[config.mk]
export PLATFORM = sky130hd
export DESIGN_NAME = bitbakery_input_conditioner
export DESIGN_NICKNAME = d
export VERILOG_FILES = /design/src/rtl/bitbakery_pkg.sv /design/src/rtl/debounce_channel.sv /design/src/rtl/bitbakery_input_conditioner.sv
export SDC_FILE = /design/constraint.sdc
export NUM_CORES = 1
export LEC_CHECK = 0
export CAP_MARGIN = 0
export CORE_UTILIZATION = 54
export DETAILED_ROUTE_END_ITERATION = 7
export PLACE_DENSITY = 0.8
export REMOVE_ABC_BUFFERS = 1
export SYNTH_ARGS = -nofsm -noshare
export SYNTH_HDL_FRONTEND = slang
export SYNTH_SLANG_ARGS = --single-unit
[constraint.sdc]
create_clock -name clock -period 1.57 [get_ports clock]
set_input_delay 0.314 -clock clock [delete_from_list [all_inputs] [get_ports clock]]
set_output_delay 0.314 -clock clock [all_outputs]
set_load 0.005 [all_outputs]
[src/rtl/bitbakery_pkg.sv]
// Shared BitBakery constants: channel map, default 1 kHz game-clock timings, counter sizing helper.
package bitbakery_pkg;

  localparam int NUM_CH     = 8;
  localparam int CH_BOTAO0  = 0;
  localparam int CH_BOTAO1  = 1;
  localparam int CH_BOTAO2  = 2;
  localparam int CH_BOTAO3  = 3;
  localparam int CH_BOTAO4  = 4;
  localparam int CH_BOTAO5  = 5;
  localparam int CH_BOTAO6  = 6;
  localparam int CH_INICIAR = 7;

  localparam int DEB_20MS   = 20;
  localparam int HOLD_500MS = 500;
  localparam int REP_150MS  = 150;

  // Bits needed to hold values 0..max_val-1, never less than one.
  function automatic int cnt_w(input int max_val);
    return (max_val > 1) ? $clog2(max_val) : 1;
  endfunction

endpackage

[src/rtl/debounce_channel.sv]
// One pushbutton channel: 2-flop sync, counter debounce, press/release/auto-repeat strobes.
// level/press/release_pulse/evento update DEBOUNCE_CYCLES+2 edges after a steady raw change; no backpressure.
module debounce_channel
  import bitbakery_pkg::*;
#(
  parameter int DEBOUNCE_CYCLES = DEB_20MS,
  parameter int HOLD_CYCLES     = HOLD_500MS,
  parameter int REPEAT_CYCLES   = REP_150MS,
  parameter int REPEAT_EN       = 1
) (
  input  logic clock,
  input  logic reset,
  input  logic raw,
  output logic level,
  output logic press,
  output logic release_pulse,
  output logic evento
);

  localparam int DB_W   = cnt_w(DEBOUNCE_CYCLES + 1);
  localparam int RP_MAX = (HOLD_CYCLES > REPEAT_CYCLES) ? HOLD_CYCLES : REPEAT_CYCLES;
  localparam int RP_W   = cnt_w(RP_MAX);

  localparam logic [DB_W-1:0] DB_LAST   = DB_W'(DEBOUNCE_CYCLES - 1);
  localparam logic [RP_W-1:0] HOLD_LAST = RP_W'(HOLD_CYCLES - 1);
  localparam logic [RP_W-1:0] REP_LAST  = RP_W'(REPEAT_CYCLES - 1);

  logic            s1, s2;
  logic [DB_W-1:0] db_cnt;
  logic [RP_W-1:0] rp_cnt;
  logic            rp_phase;

  logic            differ, flip, rise, fall, rp_hit;
  logic [RP_W-1:0] rp_limit;

  // level is the registered stable state itself (inverted), so it moves on the same edge the count completes.
  assign differ   = (s2 == level);
  assign flip     = differ && (db_cnt == DB_LAST);
  assign rise     = flip && !s2;
  assign fall     = flip && s2;
  assign rp_limit = rp_phase ? REP_LAST : HOLD_LAST;
  assign rp_hit   = (REPEAT_EN != 0) && level && !fall && (rp_cnt == rp_limit);

  always_ff @(posedge clock or negedge reset) begin
    if (!reset) begin
      s1            <= 1'b1;
      s2            <= 1'b1;
      db_cnt        <= '0;
      level         <= 1'b0;
      press         <= 1'b0;
      release_pulse <= 1'b0;
      evento        <= 1'b0;
      rp_cnt        <= '0;
      rp_phase      <= 1'b0;
    end else begin
      s1            <= raw;
      s2            <= s1;
      press         <= rise;
      release_pulse <= fall;
      evento        <= rise | rp_hit;

      if (!differ || flip) db_cnt <= '0;
      else                 db_cnt <= db_cnt + DB_W'(1);

      if (flip) level <= ~s2;

      if (!level || fall) begin
        rp_cnt   <= '0;
        rp_phase <= 1'b0;
      end else if (rp_hit) begin
        rp_cnt   <= '0;
        rp_phase <= 1'b1;
      end else begin
        rp_cnt   <= rp_cnt + RP_W'(1);
      end
    end
  end

endmodule

[src/rtl/bitbakery_input_conditioner.sv]
// Conditions the active-low pushbutton pins into clean levels and single-cycle event strobes.
// Per-channel latency DEBOUNCE_CYCLES+2 edges; first_idx/any_pressed are combinational from level; no backpressure.
module bitbakery_input_conditioner
  import bitbakery_pkg::*;
#(
  parameter int N               = NUM_CH,
  parameter int DEBOUNCE_CYCLES = DEB_20MS,
  parameter int HOLD_CYCLES     = HOLD_500MS,
  parameter int REPEAT_CYCLES   = REP_150MS,
  parameter int REPEAT_EN       = 1,
  localparam int IDX_W          = cnt_w(N)
) (
  input  logic             clock,
  input  logic             reset,
  input  logic [N-1:0]     raw_in,
  output logic [N-1:0]     level,
  output logic [N-1:0]     press,
  // "release" is a reserved word in SystemVerilog, hence the suffix.
  output logic [N-1:0]     release_pulse,
  output logic [N-1:0]     evento,
  output logic             any_pressed,
  output logic [IDX_W-1:0] first_idx,
  output logic             first_valid
);

  for (genvar i = 0; i < N; i++) begin : g_ch
    debounce_channel #(
      .DEBOUNCE_CYCLES (DEBOUNCE_CYCLES),
      .HOLD_CYCLES     (HOLD_CYCLES),
      .REPEAT_CYCLES   (REPEAT_CYCLES),
      .REPEAT_EN       (REPEAT_EN)
    ) u_ch (
      .clock         (clock),
      .reset         (reset),
      .raw           (raw_in[i]),
      .level         (level[i]),
      .press         (press[i]),
      .release_pulse (release_pulse[i]),
      .evento        (evento[i])
    );
  end

  assign any_pressed = |level;
  assign first_valid = any_pressed;

  // Scan high to low so the lowest held index wins.
  always_comb begin
    first_idx = '0;
    for (int i = N - 1; i >= 0; i--) begin
      if (level[i]) first_idx = IDX_W'(i);
    end
  end

endmodule

==> flow_summary_export.csv, run 1 <==
group,metric,value,unit
final_layout,drive_gt1_share,29.3,%
final_layout,stdcell_count,974,
sta,hold_viol_final,0,
sta,fin_ws,-338,ps
flow_run,maxCapViolations,0,
clock_tree,clkTransAtPathRegs,70,ps
logic_synthesis,syn_inst,686,
critical_path,crit_path_end_kind,"primary output",
final_layout,fin_nets,807,
logic_synthesis,synth_edf_count,0,
place,port_buffers,46,
critical_path,crit_path_frequent_cell,"buf_6",
route,route.detailed.drc,1,
clock_tree,cts_tree,"done",
place,pre_cts_ws,-354,ps
hold_path,holdPathEnd,"g_ch[1].u_ch.s1",
critical_path,regToRegEndpoint,"g_ch[5].u_ch.rp_phase",
place,hpwl,9510,um
global_route,grt_pass1_wl,25600,um
sta,whs,277,ps
route,drt_wl_total,17300,um
clock_tree,root_buffer,"clkbuf_16",
floorplan,core-area,0.0138,sq mm
sta,period_needed,1910,ps
logic_synthesis,synthFlopType,"dfrtp_1",
logic_synthesis,syn_avg_cell_area,11.1,sq um
final_layout,area_delta_synth_final,27.9,%
sta,max-slew-margin-rel,69.0,%
route,vias,5353,
place,gp_congestion,0.840,
pwr,p_per_area,909,mW/mm^2
sta,period_share,122,%
critical_path,arrival,1590,ps
hold_path,hold_class,"primary input to flop",
floorplan,num_rows,43,
critical_path,reg2reg_slack,-210,ps
critical_path,cp_slowest_cell,"dfrtp_1",
floorplan,die-height,121,um
logic_synthesis,yosysTopAreaCellShare,50.0,%
final_layout,layout_common_cells,"dfrtp_1 (143), nor2_1 (101), buf_4 (50), xnor2_1 (48), nand3_1 (43)",
logic_synthesis,syn_area,0.00761,sq mm
place,dpl.cell_count,909,
critical_path,crit_chain,"buf_6 -> buf_6 -> buf_4 -> nor3_2 -> buf_2",
critical_path,cpPeakStageDelay,410,ps
global_route,grt_overflow,0,
global_route,grt_pass1_vias,5451,
logic_synthesis,synthArstFlopShare,100,%
run_status,status,"complete, but fails checks",
logic_synthesis,synth_area_leaders,"dfrtp_1 (50%), nor2_1 (5.8%), xnor2_1 (5.6%)",
route,first_pass_iters,7,
logic_synthesis,synth-seq-area-share,55.5,%
critical_path,timing.rr.start,"g_ch[5].u_ch.rp_cnt[1]",
logic_synthesis,synth_area_leader_cell,"dfrtp_1",
hold_path,hold_depth,1,
clock_tree,clockBufferDepth,2,
route,ant_nets,0,
final_layout,final_common_cell,"dfrtp_1",
critical_path,reg2reg_depth,4,
sta,setup_viol_count_final,34,
run_status,violations,"design-rule violations, negative setup slack",
sta,max_freq,524,MHz
final_layout,fillers,847,
floorplan,initial_core_util,55.0,%
clock_tree,clock_sinks,168,
critical_path,critPathMaxFanout,9,
clock_tree,numCtsBuffers,17,
logic_synthesis,synth_warnings,0,
clock_tree,clk_latency,440,ps
logic_synthesis,ys_ff_latch,168,
clock_tree,htreeDepth,4,
floorplan,ioPinCount,47,
critical_path,critPathRequiredTime,1260,ps
route,drt_iter0_drc,336,
pwr,leakage,4.17,nW
logic_synthesis,synthDistinctLibCells,36,
global_route,grt_max_degree,56,
global_route,grt_usage,22.9,%
final_layout,diodes,0,
hold_path,min_from,"raw_in[1]",
route,via_per_inst,5.50,
sta,rsz0062_at_grt,"yes",
critical_path,critical_path_class,"flop to primary output",
critical_path,start_kind,"flop",
floorplan,die-width,121,um
sta,tightest_slew,463,ps
floorplan,fp.dieArea,0.0146,sq mm
sta,fin_skew,12.0,ps
sta,timing.final.max_slew_violations,0,
pwr,irDropWorstVdd,0.818,mV
route,wl_per_cell,17.7,um
global_route,antenna_found_initial,0,
-- power breakdown --
part           switching [mW]  leakage (nW)  internal, mW
Combinational           0.159          1.64         0.109
Clock                    1.72         0.270          2.38
Sequential             0.0613          2.26          4.42
Total                    1.94          4.17          6.91
-- routing by layer --
layer	up-vias	track usage (%)	wire length [um]
met2	121	38.0	9280
met1	2713	26.9	6810
met5	-	0	0
met3	49	5.94	607
li1	2470	-	-
met4	0	13.3	550
-- state kept, by name, indices dropped and copies added, names as in the netlist --
name / count
g_ch.u_ch.rp_phase: 8
g_ch.u_ch.level: 8
g_ch.u_ch.evento: 8
g_ch.u_ch.press: 8
g_ch.u_ch.rp_cnt: 72
g_ch.u_ch.s1: 8
g_ch.u_ch.db_cnt: 40
g_ch.u_ch.release_pulse: 8
g_ch.u_ch.s2: 8
-- worst max-delay path by stage --
stage	start	endpoint	slack, ps	depth (start not counted)
finish	g_ch[0].u_ch.level	first_idx[1]	-340	5
CTS	g_ch[6].u_ch.level	first_idx[0]	-360	6
detailed placement	g_ch[3].u_ch.level	first_idx[2]	-350	4
floorplan	g_ch[7].u_ch.rp_cnt[2]	g_ch[7].u_ch.rp_cnt[2]	40	4
global route	g_ch[0].u_ch.level	first_idx[1]	-390	5
global placement	g_ch[3].u_ch.level	first_idx[2]	-370	4
-- worst max-delay path, delay by kind of cell (launching register included) --
kind	cells	cell delay (ps)
flops	1	410
buf+inv	4	560
simple gates	1	200
-- synth_stat cells, types with 2 or more instances --
master    instances
buf_4            33
a21boi_1          8
nor4bb_1         17
a22oi_1           7
and3_1           17
a21oi_1          10
dfrtp_1         152
nand3_1          43
clkbuf_1          8
xnor2_1          49
nor2b_1           8
inv_1            24
xor2_1           39
nand2_1          38
nor3_1            8
nor4_1            2
and2_1            7
or3_1             7
nor3b_1           5
ha_1             16
nor2_1          118
and4bb_2          5
nand2b_1         12
dfstp_2          16
o311ai_4          7
o21a_1            8
and4_1           13
-- logic make-up after synthesis --
| logic type | share of synthesized area (%) |
|---|---|
| simple gates | 21.1 |
| flops | 55.5 |
| xor+xnor | 10.1 |
| buf+inv | 4.84 |
| compound gates | 5.74 |
| fa+ha+maj | 2.63 |
-- metrics by stage --
step	power, mW	cell area, sq um	utilization (%)	TNS [ps]
detailed placement	4.82	8340	60.3	-3080
global placement	4.79	8340	60.3	-1140
global route	9.11	9730	70.4	-6870
finish	8.85	9730	70.4	-4330
CTS	8.90	9160	66.3	-2270
floorplan	4.64	7330	-	0
-- final cells by class --
class                           instances  area, sq um  share of cell area, %
Clock buffer                           21          450                   4.63
Clock inverter                         11          123                   1.26
Inverter                               24         90.1                  0.926
Multi-Input combinational cell        453         3550                   36.5
Sequential cell                       168         4240                   43.5
Tap cell                              180          225                   2.31
Timing Repair Buffer                  117         1050                   10.8
-- timing repair --
action | CTS | global route
endpoints found under the hold margin | 21 | 0
setup endpoints to repair | 102 | 95
pin swaps | 22 | 53
cloned | 0 | 0
resized for setup | 96 | 119
buffers inserted | 22 | 16
hold buffers | 1 | 0
Power figures use the tool's default switching activity.
==> run 2, diff against run 1 <==
--- a/config.mk
+++ b/config.mk
@@ -6,6 +6,7 @@
 export NUM_CORES = 1
 export LEC_CHECK = 0
 export CAP_MARGIN = 0
+export CORE_ASPECT_RATIO = 0.6
 export CORE_UTILIZATION = 54
 export DETAILED_ROUTE_END_ITERATION = 7
 export PLACE_DENSITY = 0.8
==> flow_summary_export.csv, run 2 (same netlist as run 1, synthesis figures left out) <==
group,metric,value,unit
pwr,leakage,4.35,nW
final_layout,area_delta_synth_final,29.2,%
run_status,status,"complete, but fails checks",
critical_path,critPathRequiredTime,1260,ps
final_layout,utilization,71.7,%
route,vias,5532,
sta,max_freq,521,MHz
floorplan,ioPinCount,47,
floorplan,die-width,155,um
route,wl_per_cell,19.1,um
critical_path,cp_slowest_cell,"dfrtp_1",
global_route,grt_pass1_wl,27000,um
critical_path,crit_path_end_kind,"primary output",
final_layout,regMostFlops,"g_ch.u_ch.rp_cnt",
clock_tree,clk_latency,430,ps
sta,timing.final.max_slew_violations,0,
global_route,grt_max_degree,48,
critical_path,start_kind,"flop",
final_layout,top_regs,"g_ch.u_ch.rp_cnt x72, g_ch.u_ch.db_cnt x40",
final_layout,final_common_cell,"dfrtp_1",
sta,max-slew-margin-rel,66.7,%
critical_path,arrival,1600,ps
place,gp_congestion,0.873,
clock_tree,cts_tree,"done",
route,route.detailed.drc,2,
sta,fin_ws,-349,ps
floorplan,die-height,93.9,um
route,ant_nets,0,
final_layout,diodes,0,
clock_tree,clkTransAtPathRegs,60,ps
sta,period_share,122,%
sta,fin_skew,14.2,ps
sta,tightest_slew,500,ps
floorplan,core-area,0.0137,sq mm
floorplan,initial_core_util,55.5,%
critical_path,critPathMaxFanout,2,
flow_run,maxCapViolations,0,
sta,fin_setup_tns,-3820,ps
route,top_layer,"met4",
clock_tree,numCtsBuffers,17,
final_layout,layout_common_cells,"dfrtp_1 (138), nor2_1 (111), buf_4 (50), xnor2_1 (47), nand3_1 (43)",
route,drt_wl_total,18900,um
clock_tree,clock_sinks,168,
pwr,irDropWorstVdd,0.666,mV
final_layout,fillers,861,
place,hpwl,10300,um
clock_tree,root_buffer,"clkbuf_16",
critical_path,cpPeakStageDelay,420,ps
final_layout,fin_nets,809,
route,dr_wl_met2,9450,um
clock_tree,htreeDepth,4,
hold_path,hold_class,"primary input to flop",
final_layout,drive_gt1_share,28.5,%
final_layout,largest_register_ffs,72,
global_route,grt_overflow,0,
critical_path,cp_num_buf_inv,2,
place,port_buffers,46,
global_route,antenna_found_initial,0,
route,drt_iter0_drc,307,
sta,rsz0062_at_grt,"yes",
clock_tree,clockBufferDepth,2,
run_status,violations,"design-rule violations, negative setup slack",
global_route,grt_pass1_vias,5507,
route,wl_met1,7800,um
route,via_per_inst,5.60,
critical_path,critical_path_class,"flop to primary output",
floorplan,num_rows,33,
sta,hold_viol_final,0,
route,first_pass_iters,7,
sta,setup_viol_count_final,52,
global_route,grt_usage,23.9,%
pwr,p_per_area,947,mW/mm^2
critical_path,crit_family,"simple AND/OR/NAND/NOR gates",
critical_path,crit_chain,"nor4_2 -> buf_4 -> nor2b_1 -> buf_2",
floorplan,fp.dieArea,0.0146,sq mm
route,wl_met3,801,um
sta,period_needed,1920,ps
run 2: changes by cell type in the layout (fill, tap and decap cells not counted), moves of 2 or more:
| cell | change |
|---|---|
| dfrtp_2 | +5 |
| clkbuf_1 | +2 |
| dfrtp_1 | -5 |
| dlygate4sd2_1 | -13 |
| nor2_4 | -11 |
| clkdlybuf4s50_1 | +3 |
| inv_6 | -2 |
| bufinv_16 | +3 |
| clkinvlp_4 | -4 |
| dlymetal6s2s_1 | +11 |
| nor2_1 | +10 |
run 2: worst register-to-register path, cell delays in order (launching register included):
cell,delay [ps]
dfrtp_2,440
nor4bb_4,400
a22oi_2,170
or3_4,420
a21boi_1,170
run 2: stage by stage:
stage | power [mW] | hold WS (ps) | worst slack (ps) | instance area (sq um) | std cells
2_1_floorplan | 4.64 | 18.4 | 36.7 | 7330 | 645
3_3_place_gp | 4.80 | 288 | -256 | 8410 | 928
3_5_place_dp | 4.82 | 285 | -253 | 8410 | 928
4_1_cts | 9.32 | 286 | -332 | 9390 | 981
5_1_grt | 9.55 | 294 | -406 | 9830 | 988
6_report | 9.31 | 293 | -349 | 9830 | 988
run 2: per-layer routing:
| layer | vias to the layer above | GRT usage, % |
|---|---|---|
| li1 | 2480 | - |
| met2 | 186 | 39.6 |
| met1 | 2804 | 31.4 |
| met5 | - | 0 |
| met4 | 0 | 9.40 |
| met3 | 62 | 4.66 |
run 2: cell type report:
type	count	area [sq um]	area share, %
clock buffers	23	458	4.66
clock inverters	9	174	1.77
inverters	24	90.1	0.917
multi-input cells	453	3490	35.5
flip-flops and latches	168	4240	43.2
well taps	192	240	2.44
repair buffers	119	1130	11.5
run 2: final timing paths:
kind | from | to | slack [ps] | depth (start not counted)
setup / recovery | g_ch[3].u_ch.level | first_idx[2] | -350 | 4
hold / removal | raw_in[1] | g_ch[1].u_ch.s1 | 290 | 1
setup reg to reg | g_ch[0].u_ch.rp_cnt[8] | g_ch[0].u_ch.evento | -110 | 4
max in group asynchronous | reset | g_ch[4].u_ch.s2 | 520 | 3
hold reg to reg | g_ch[6].u_ch.s1 | g_ch[6].u_ch.s2 | 350 | 0
min in group asynchronous | reset | g_ch[6].u_ch.release_pulse | 390 | 2
run 2: timing repair:
item                       in CTS  in global routing
hold buffers                    1                  0
gates cloned                    0                  0
setup endpoints to repair      87                106
buffers inserted               20                  9
pin swaps                      20                 44
resized for setup              91                 98
hold endpoints to repair       33                  0
run 2: report_power, final:
part	total, mW	leakage, nW	internal, mW	switching, mW
clock network	4.55	0.309	2.86	1.68
logic	0.278	1.79	0.115	0.163
registers	4.48	2.25	4.42	0.0654
total	9.31	4.35	7.40	1.91
==> variant, RTL diff (settings of run 1) <==
Register the input `raw_in` before use, without a reset. The logic sees it one clock later.
--- a/src/rtl/bitbakery_input_conditioner.sv
+++ b/src/rtl/bitbakery_input_conditioner.sv
@@ -25,2 +25,8 @@
 
+  logic [N-1:0] raw_q;
+
+  always_ff @(posedge clock) begin
+    raw_q <= raw_in;
+  end
+
   for (genvar i = 0; i < N; i++) begin : g_ch
@@ -34,3 +40,3 @@
       .reset         (reset),
-      .raw           (raw_in[i]),
+      .raw           (raw_q[i]),
       .level         (level[i]),
Function: no difference found for any inputs over 10 cycles, from zero or initial values and one cycle with reset low; that may be too few to reach the edited logic, so the function may still have changed.
==> variant against run 1 <==
  * Wire length down 12%
  * Critical path type unchanged
  * Area after synthesis rose by 3.7%
  * Core utilization decreased by 3.6 points
  * Total power rose by 6.3%
  * The flow finishes with violations (setup timing)
  * Setup slack lost 31 ps
  * Highest routed layer unchanged
  * Cell area shrank 3.6%
  * Die area is 3.6% higher
  * Sequential cell count increased by 8
==> variant: results (changes against run 1) <==
<table>
<tr><th>Metric</th><th>Value</th></tr>
<tr><th colspan="2">Global routing</th></tr>
<tr><td>Vias in the first global route</td><td>5262 (was 5451)</td></tr>
<tr><td>First-pass GRT wire length</td><td>24.6 mm (was 25.6 mm)</td></tr>
<tr><th colspan="2">Place</th></tr>
<tr><td>HPWL Detailed</td><td>9.61 mm (was 9.51 mm)</td></tr>
<tr><td>Number of placed instances, taps included</td><td>903 (was 909)</td></tr>
<tr><td>Final weighted congestion in routability-driven placement</td><td>0.808 (was 0.840)</td></tr>
<tr><td>Post-Place Cell Area</td><td>8480 um2 (was 8340 um2)</td></tr>
<tr><th colspan="2">Detailed routing</th></tr>
<tr><td>Routed wire length</td><td>15.1 mm (was 17.3 mm)</td></tr>
<tr><td>Wire length on met3</td><td>403 um (was 607 um)</td></tr>
<tr><td>Met2 wirelength from detailed routing</td><td>7.93 mm (was 9.28 mm)</td></tr>
<tr><th colspan="2">STA</th></tr>
<tr><td>Final WS setup</td><td>-370 ps (was -338 ps)</td></tr>
<tr><td>Tightest hold margin</td><td>295 ps (was 277 ps)</td></tr>
<tr><td>Setup Viol. Count Final</td><td>6 (was 34)</td></tr>
<tr><td>Max-slew headroom</td><td>67.9% (was 69.0%)</td></tr>
<tr><th colspan="2">Run status</th></tr>
<tr><td>Failing checks</td><td>setup timing (was DRC, setup timing)</td></tr>
<tr><td>Outcome</td><td>finished, violations left (unchanged)</td></tr>
<tr><th colspan="2">Yosys</th></tr>
<tr><td>Count of unique library cells instantiated by Yosys</td><td>47 (was 36)</td></tr>
<tr><td>Top cells by area, synth</td><td>sky130_fd_sc_hd__dfrtp_1 (48%), sky130_fd_sc_hd__nor2_1 (5.6%), sky130_fd_sc_hd__xnor2_1 (5.4%) (was sky130_fd_sc_hd__dfrtp_1 (50%), sky130_fd_sc_hd__nor2_1 (5.8%), sky130_fd_sc_hd__xnor2_1 (5.6%))</td></tr>
<tr><td>Share of flip-flops with an asynchronous set or reset after synthesis</td><td>95.5% (was 100%)</td></tr>
<tr><td>Sequential-to-total area share from yosys stat</td><td>55.6% (was 55.5%)</td></tr>
<tr><td>Commonest cells in the netlist</td><td>sky130_fd_sc_hd__dfrtp_1 (152), sky130_fd_sc_hd__nor2_1 (118), sky130_fd_sc_hd__xnor2_1 (49) (unchanged)</td></tr>
<tr><th colspan="2">Cells and area</th></tr>
<tr><td>Final std cells w/o fill</td><td>954 (was 974)</td></tr>
<tr><td>Count of nets after finishing</td><td>787 (was 807)</td></tr>
<tr><th colspan="2">Power</th></tr>
<tr><td>Static Leakage</td><td>4.23 nW (was 4.17 nW)</td></tr>
<tr><td>Proportion of total power due to net switching</td><td>21.0% (was 21.9%)</td></tr>
<tr><th colspan="2">Hold path</th></tr>
<tr><td>Classification of the worst-slack hold path</td><td>register to register (was input pin to register)</td></tr>
<tr><th colspan="2">Setup path</th></tr>
<tr><td>Largest driver fanout on the critical path</td><td>2 (was 9)</td></tr>
<tr><td>Crit path arrival time</td><td>1630 ps (was 1590 ps)</td></tr>
</table>
## variant: cell types whose count changed in the layout (fill, tap and decap cells not counted), sizes merged, moves of 3 or more
cell / delta
and4bb: +15
dfxtp: +8
nor4bb: -15
nand2: +3
inv: -3
clkbuf: -4
buf: -27
## variant: power by group through the flow
stage | Clock [mW] | Sequential (mW) | Combinational, mW
2_1_floorplan | 0 | 4.76 | 0.102
3_3_place_gp | 0 | 4.77 | 0.229
3_5_place_dp | 0 | 4.78 | 0.243
4_1_cts | 4.53 | 4.69 | 0.247
5_1_grt | 4.71 | 4.70 | 0.282
6_report | 4.48 | 4.70 | 0.238
## variant: worst paths after layout
| check | from | endpoint | depth (start not counted) |
|---|---|---|---|
| worst min register to register | raw_q[7]$_DFF_P_ | g_ch[7].u_ch.s1$_DFF_PN1_ | 0 |
| worst max register to register | g_ch[7].u_ch.rp_cnt[1]$_DFF_PN0_ | g_ch[7].u_ch.rp_phase$_DFFE_PN0P_ | 4 |
| max in group asynchronous | reset | g_ch[4].u_ch.s2$_DFF_PN1_ | 3 |
| worst min-delay path | raw_q[7]$_DFF_P_ | g_ch[7].u_ch.s1$_DFF_PN1_ | 0 |
| min in group asynchronous | reset | g_ch[5].u_ch.rp_phase$_DFFE_PN0P_ | 3 |
| worst max-delay path | g_ch[3].u_ch.level$_DFFE_PN0N_ | first_idx[2] | 4 |
## variant: per-layer routing
metal / GRT usage (%) / vias to the layer above
met3: 5.11 / 36
met4: 9.45 / 0
li1: - / 2443
met2: 35.9 / 77
met1: 25.9 / 2618
met5: 0 / -
## variant: what timing repair did
| action | in CTS | in global routing |
|---|---|---|
| pin swaps | 7 | 13 |
| cloned | 0 | 0 |
| resized for setup | 78 | 41 |
| setup buffers | 7 | 14 |
| endpoints found under the setup margin | 40 | 70 |
| hold buffers | 1 | 0 |
| endpoints found under the hold margin | 152 | 0 |
## variant: kinds of logic after synthesis
| kind of cell | Yosys count | share of synthesized area, % |
|---|---|---|
| buf+inv | 62 | 4.60 |
| compound gates | 43 | 6.12 |
| fa+ha+maj | 16 | 2.54 |
| flops | 176 | 55.6 |
| xor+xnor | 88 | 9.77 |
| simple gates | 310 | 21.4 |
## variant: worst register-to-register path, delay by kind of cell, from the launching register on
family          cells  cell delay [ps]
compound gates      2              300
flops               1              450
simple gates        2              740
## variant: cell type report
cell class                 count  area [um2]  area share [%]
inverter                      21        78.8           0.841
clock buffer                  19         443            4.72
multi-input combinational    457        3240            34.6
tap                          180         225            2.40
sequential                   176        4390            46.8
timing repair buffer          88         810            8.63
clock inverter                13         186            1.99
